[src/rtl/ibex_pkg.sv]
// Shared types for the iterative multiplier: operator encoding, FSM states, signedness helpers.
package ibex_pkg;

  typedef enum logic [1:0] {
    MUL_OP_MUL,
    MUL_OP_MULH,
    MUL_OP_MULHSU,
    MUL_OP_MULHU
  } mul_iter_op_e;

  typedef enum logic [2:0] {
    MUL_IDLE,
    MUL_PREP,
    MUL_ISSUE,
    MUL_WAIT,
    MUL_FINISH,
    MUL_DONE
  } mul_iter_state_e;

  function automatic logic op_signed_a(input mul_iter_op_e op);
    return (op == MUL_OP_MULH) || (op == MUL_OP_MULHSU);
  endfunction

  function automatic logic op_signed_b(input mul_iter_op_e op);
    return op == MUL_OP_MULH;
  endfunction

endpackage

[src/rtl/ibex_mul_iter_signfix.sv]
// Combinational sign handling: operand magnitudes and product sign for PREP, conditional
// 64-bit two's complement of the unsigned product for FINISH. Zero latency, no handshake.
module ibex_mul_iter_signfix
  import ibex_pkg::*;
(
  input  logic [31:0]  operand_a,
  input  logic [31:0]  operand_b,
  input  mul_iter_op_e operator,
  input  logic [63:0]  prod,
  input  logic         neg,
  output logic [31:0]  a_mag,
  output logic [31:0]  b_mag,
  output logic         sign_diff,
  output logic [63:0]  prod_fixed
);

  logic sign_a;
  logic sign_b;

  assign sign_a = op_signed_a(operator) & operand_a[31];
  assign sign_b = op_signed_b(operator) & operand_b[31];

  // 0x80000000 negates to itself, which is the correct unsigned magnitude.
  assign a_mag      = sign_a ? (~operand_a + 32'd1) : operand_a;
  assign b_mag      = sign_b ? (~operand_b + 32'd1) : operand_b;
  assign sign_diff  = sign_a ^ sign_b;
  assign prod_fixed = neg ? (~prod + 64'd1) : prod;

endmodule

[src/rtl/ibex_mul_iter.sv]
// Iterative RV32M multiplier on the shared registered adder: 67 cycles accept-to-valid with constant grant, +1 per denied grant;
// stalls in ISSUE without grant, holds the result in DONE until mul_ready_i. Option IBEX_MUL_ITER_EARLY_EXIT_EN stops once multiplier bits run out.
module ibex_mul_iter
  import ibex_pkg::*;
(
  input  logic         clk_i,
  input  logic         rst_ni,
  input  logic         mul_valid_i,
  output logic         mul_ready_o,
  input  mul_iter_op_e mul_operator_i,
  input  logic [31:0]  mul_operand_a_i,
  input  logic [31:0]  mul_operand_b_i,
  input  logic         mul_kill_i,
  output logic         adder_req_o,
  input  logic         adder_gnt_i,
  output logic [31:0]  b_mul_alu_operand_a_o,
  output logic [31:0]  b_mul_alu_operand_b_o,
  input  logic [31:0]  b_mul_alu_adder_result_i,
  output logic [31:0]  mul_result_o,
  output logic         mul_valid_o,
  input  logic         mul_ready_i
);

  mul_iter_state_e state;
  mul_iter_op_e    op_q;
  logic [31:0]     a_q, b_q, a_mag_q, acc_hi, acc_lo;
  logic            neg_q;
  logic [5:0]      cnt;

  logic [31:0] a_mag, b_mag, hi_next, lo_next, result_sel;
  logic [63:0] prod_raw, prod_fixed;
  logic        sign_diff, carry, last_iter;
  logic [5:0]  cnt_next;

  // The carry out of the shared adder is recovered by an unsigned wrap compare.
  assign carry    = b_mul_alu_adder_result_i < acc_hi;
  assign hi_next  = {carry, b_mul_alu_adder_result_i[31:1]};
  assign lo_next  = {b_mul_alu_adder_result_i[0], acc_lo[31:1]};
  assign cnt_next = cnt + 6'd1;

`ifdef IBEX_MUL_ITER_EARLY_EXIT_EN
  logic [31:0] bits_left;
  // Unconsumed multiplier bits sit in the low (32 - cnt_next) bits of the shifted acc_lo.
  assign bits_left = {1'b0, acc_lo[31:1]} & (32'hFFFF_FFFF >> cnt_next);
  assign last_iter = (cnt == 6'd31) || (bits_left == 32'd0);
  assign prod_raw  = {acc_hi, acc_lo} >> (6'd32 - cnt);
`else
  assign last_iter = cnt == 6'd31;
  assign prod_raw  = {acc_hi, acc_lo};
`endif

  ibex_mul_iter_signfix u_signfix (
    .operand_a  (a_q),
    .operand_b  (b_q),
    .operator   (op_q),
    .prod       (prod_raw),
    .neg        (neg_q),
    .a_mag      (a_mag),
    .b_mag      (b_mag),
    .sign_diff  (sign_diff),
    .prod_fixed (prod_fixed)
  );

  assign result_sel = (op_q == MUL_OP_MUL) ? prod_fixed[31:0] : prod_fixed[63:32];

  always_ff @(posedge clk_i) begin
    if (!rst_ni) begin
      state                 <= MUL_IDLE;
      op_q                  <= MUL_OP_MUL;
      a_q                   <= '0;
      b_q                   <= '0;
      a_mag_q               <= '0;
      acc_hi                <= '0;
      acc_lo                <= '0;
      neg_q                 <= 1'b0;
      cnt                   <= '0;
      mul_ready_o           <= 1'b1;
      mul_valid_o           <= 1'b0;
      mul_result_o          <= '0;
      adder_req_o           <= 1'b0;
      b_mul_alu_operand_a_o <= '0;
      b_mul_alu_operand_b_o <= '0;
    end else if (mul_kill_i && state != MUL_IDLE) begin
      state                 <= MUL_IDLE;
      mul_ready_o           <= 1'b1;
      mul_valid_o           <= 1'b0;
      adder_req_o           <= 1'b0;
      b_mul_alu_operand_a_o <= '0;
      b_mul_alu_operand_b_o <= '0;
    end else begin
      case (state)
        MUL_IDLE: begin
          if (mul_valid_i && mul_ready_o && !mul_kill_i) begin
            op_q        <= mul_operator_i;
            a_q         <= mul_operand_a_i;
            b_q         <= mul_operand_b_i;
            mul_ready_o <= 1'b0;
            state       <= MUL_PREP;
          end
        end
        MUL_PREP: begin
          a_mag_q               <= a_mag;
          acc_hi                <= '0;
          acc_lo                <= b_mag;
          neg_q                 <= sign_diff;
          cnt                   <= '0;
          adder_req_o           <= 1'b1;
          b_mul_alu_operand_a_o <= '0;
          b_mul_alu_operand_b_o <= b_mag[0] ? a_mag : 32'd0;
          state                 <= MUL_ISSUE;
        end
        MUL_ISSUE: begin
          if (adder_gnt_i) begin
            adder_req_o           <= 1'b0;
            b_mul_alu_operand_a_o <= '0;
            b_mul_alu_operand_b_o <= '0;
            state                 <= MUL_WAIT;
          end
        end
        MUL_WAIT: begin
          acc_hi <= hi_next;
          acc_lo <= lo_next;
          cnt    <= cnt_next;
          if (last_iter) begin
            state <= MUL_FINISH;
          end else begin
            // Next multiplier bit is acc_lo[1] before the shift lands.
            adder_req_o           <= 1'b1;
            b_mul_alu_operand_a_o <= hi_next;
            b_mul_alu_operand_b_o <= acc_lo[1] ? a_mag_q : 32'd0;
            state                 <= MUL_ISSUE;
          end
        end
        MUL_FINISH: begin
          mul_result_o <= result_sel;
          mul_valid_o  <= 1'b1;
          state        <= MUL_DONE;
        end
        MUL_DONE: begin
          if (mul_ready_i) begin
            mul_valid_o <= 1'b0;
            mul_ready_o <= 1'b1;
            state       <= MUL_IDLE;
          end
        end
        default: state <= MUL_IDLE;
      endcase
    end
  end

endmodule

[config.mk]
export PLATFORM = sky130hd
export DESIGN_NAME = ibex_mul_iter
export DESIGN_NICKNAME = d
export VERILOG_FILES = /design/src/rtl/ibex_pkg.sv /design/src/rtl/ibex_mul_iter_signfix.sv /design/src/rtl/ibex_mul_iter.sv
export SDC_FILE = /design/constraint.sdc
export NUM_CORES = 1
export LEC_CHECK = 0
export BUFFER_PORTS_ARGS = -buffer_cell sky130_fd_sc_hd__buf_2
export CAP_MARGIN = 20
export CELL_PAD_IN_SITES_DETAIL_PLACEMENT = 1
export CELL_PAD_IN_SITES_GLOBAL_PLACEMENT = 1
export CORE_ASPECT_RATIO = 0.75
export CORE_MARGIN = 2
export CORE_UTILIZATION = 30
export CTS_CLUSTER_SIZE = 14
export DETAILED_ROUTE_END_ITERATION = 16
export PLACE_DENSITY_LB_ADDON = 0.05
export RECOVER_POWER = 100
export SLEW_MARGIN = 20
export SYNTH_ARGS = -nofsm -noshare
export SYNTH_HDL_FRONTEND = slang
export SYNTH_SLANG_ARGS = --single-unit
export TNS_END_PERCENT = 100
[constraint.sdc]
create_clock -name clk_i -period 4.53 [get_ports clk_i]
set_clock_uncertainty 0.2 [all_clocks]
set_input_delay 0.453 -clock clk_i [delete_from_list [all_inputs] [get_ports clk_i]]
set_output_delay 0.453 -clock clk_i [all_outputs]
set_load 0.03 [all_outputs]
==> out/metrics.yaml <==
final_layout:
  fin_nets: 2265
  antenna_cells: 0
  syn2layout_area_growth_pct: 23.36
  fin_util: 0.3762
  layout_common_cells: "nand2_1, dfxtp_1, a21oi_1"
  fillerInstances: 5828
  final_common_cell: "nand2_1"
  layout-drive-gt1-share: 0.1016
  final_cells: 2784
  final_area_sq_um: 17890
yosys:
  synth_nets: 2043
  synthArstFlopShare: 0
  netlist_area_sq_um: 14510
  synth.distinct_cells: 78
  synth-edff-count: 0
  ys_ff_latch: 271
  yosys_most_used_dff: "dfxtp_1"
  syn_avg_cell_area_sq_um: 7.627
  synthesis.instances: 1902
  yosys_warnings: 0
  synth-seq-area-share: 0.3740
grt:
  grtUsageTotal: 0.2505
  grt_pass1_wl_mm: 98.08
  grt_start_max_net_pins: 70
  first_global_vias: 15455
  antenna_found_initial: 3
  grt_overflow: 0
cts:
  ctsHoldBuffers: 97
  cts_buffer_depth: 3
  clkSlewWorstSetupHoldPaths_ps: 60
  cts_tree: "built"
  cts_buffers: 31
  clockRootBuffer: "clkbuf_16"
  cts_sinks: 271
  post-cts-setup-buffers: 0
  clk_latency_ps: 610
  ctsResizeCount: 0
  htree_levels: 1
sta:
  rsz0062_at_grt: "no"
  setup_tns_ps: 0
  worst_slew_pin_slew_ps: 1644
  hold_viol: 0
  setup-violations-final: 0
  layout_min_cycle_time_ps: 3632
  fin_crit_sh: 0.8018
  max_freq_ghz: 0.2753
  layout_setup_ws_ps: 897.6
  slew_headroom: -0.09609
  slew_violations: 80
  whs_ps: 20.14
drt:
  avgRoutedWirePerCell_microns: 23.08
  via_per_inst: 5.548
  detail-route-antenna-nets: 0
  drt_pass1_iterations: 6
  first_iter_violations: 1219
  drc: 0
  finalWirelength_mm: 64.25
  routed-via-count: 15445
placement:
  dpl.hpwl_mm: 45.90
  placed_cells: 2633
  dpl_cell_area_sq_um: 16090
  pre_cts_ws_ps: 1249
  port_buffers: 202
  globalplace.congestion: 0.9977
power:
  p_comb_frac: 0.170
  p_leak_nw: 6.620
  power.net_switching_mw: 1.925
  power.density_nw_per_um2: 352.0
  swShare: 0.3056
  finalPower_mw: 6.299
  vdd_drop_max_mv: 0.3181
  p_int_mw: 4.374
  seqPwrFrac: 0.406
  pwr-share-clk: 0.423
hold_path:
  hold_class: "in2reg"
die:
  io_pins: 203
  die_w_microns: 257.9
  core_sq_um: 47570
  row_count: 69
  fp.dieArea_sq_um: 50150
  start_util: 0.3050
  fp.dieH_microns: 194.4
critical_path:
  startpoint_type: "register"
  path_class: "reg2reg"
  worstPathRequired_ps: 4820
  cp-end-kind: "register"
  cp.arrival_ps: 3920
  crit_fanout: 9
flow_run:
  cap_violations: 2
run_status:
  outcome: "finished, violations left"
  violations: "max-capacitance violations, max-slew violations"
final timing paths:
check	startpoint	to	slack, ps	cells after the start
hold reg to reg	mul_result_o[8]$_SDFFE_PN0P_	mul_result_o[8]$_SDFFE_PN0P_	240	2
setup reg to reg	acc_lo[5]$_SDFFE_PN0P_	mul_result_o[27]$_SDFFE_PN0P_	900	6
hold / removal	mul_ready_i	mul_ready_o$_SDFFE_PP1P_	20	3
setup / recovery	acc_lo[5]$_SDFFE_PN0P_	mul_result_o[27]$_SDFFE_PN0P_	900	6
sequential cells by signal, indices dropped and copies added, names as in the netlist, 2 cells and up:
signal / count
state: 3
acc_hi: 32
b_q: 32
a_q: 32
a_mag_q: 32
mul_result_o: 32
acc_lo: 32
cnt: 6
op_q: 2
b_mul_alu_operand_a_o: 32
b_mul_alu_operand_b_o: 32
synth_stat cells (37+ instances only):
cell type	count	area (sq um)
dfxtp_1	271	5425
a21oi_1	220	1101
xnor2_1	43	376.6
inv_1	56	210.2
nor3_1	52	260.3
ha_1	37	462.9
nand3_1	76	380.4
xor2_1	38	332.8
o21ai_0	95	475.5
nor2_1	174	653.1
clkbuf_1	132	495.5
nand2_1	289	1085
power by group through the flow:
stage | clock network, mW | registers (mW) | logic, mW
after floorplan | 0 | 2.62 | 0.609
after global placement | 0 | 2.61 | 1.00
after detailed placement | 0 | 2.61 | 1.02
after CTS | 2.73 | 2.56 | 1.09
after global routing | 2.82 | 2.57 | 1.18
final | 2.66 | 2.56 | 1.07
worst max-delay path, stage by stage, from the launching register on:
cell and delay [ps]:
dfxtp_1 380, nor3_1 640, nand3_1 430, or3_1 580, nor3_1 650, mux2_2 410
a32o_1 240
logic make-up after synthesis:
| family | Yosys count | synth area share |
|---|---|---|
| adder cells (fa/ha/maj) | 37 | 0.03191 |
| flip-flops | 271 | 0.3740 |
| multiplexers | 20 | 0.01509 |
| buffers and inverters | 207 | 0.05520 |
| AND/OR/NAND/NOR | 731 | 0.2336 |
| AO/OA/AOI/OAI | 555 | 0.2413 |
| XOR/XNOR | 81 | 0.04890 |
per-layer routing:
layer	GRT usage	up-vias	share of wire
li1	-	7286	-
met1	0.3640	7637	0.48
met2	0.3770	445	0.43
met3	0.05451	75	0.071
met4	0.05352	2	0.023
met5	0	-	0.00023
area by class of cell:
type | count | area [sq um] | share of cell area
Inverter | 56 | 212.7 | 0.01189
Clock inverter | 10 | 142.6 | 0.007971
Multi-Input combinational cell | 1424 | 8269 | 0.4621
Tap cell | 639 | 799.5 | 0.04468
Clock buffer | 44 | 904.6 | 0.05055
Timing Repair Buffer | 340 | 2141 | 0.1196
Sequential cell | 271 | 5425 | 0.3032
No activity file was read; power rests on OpenSTA's default activity.
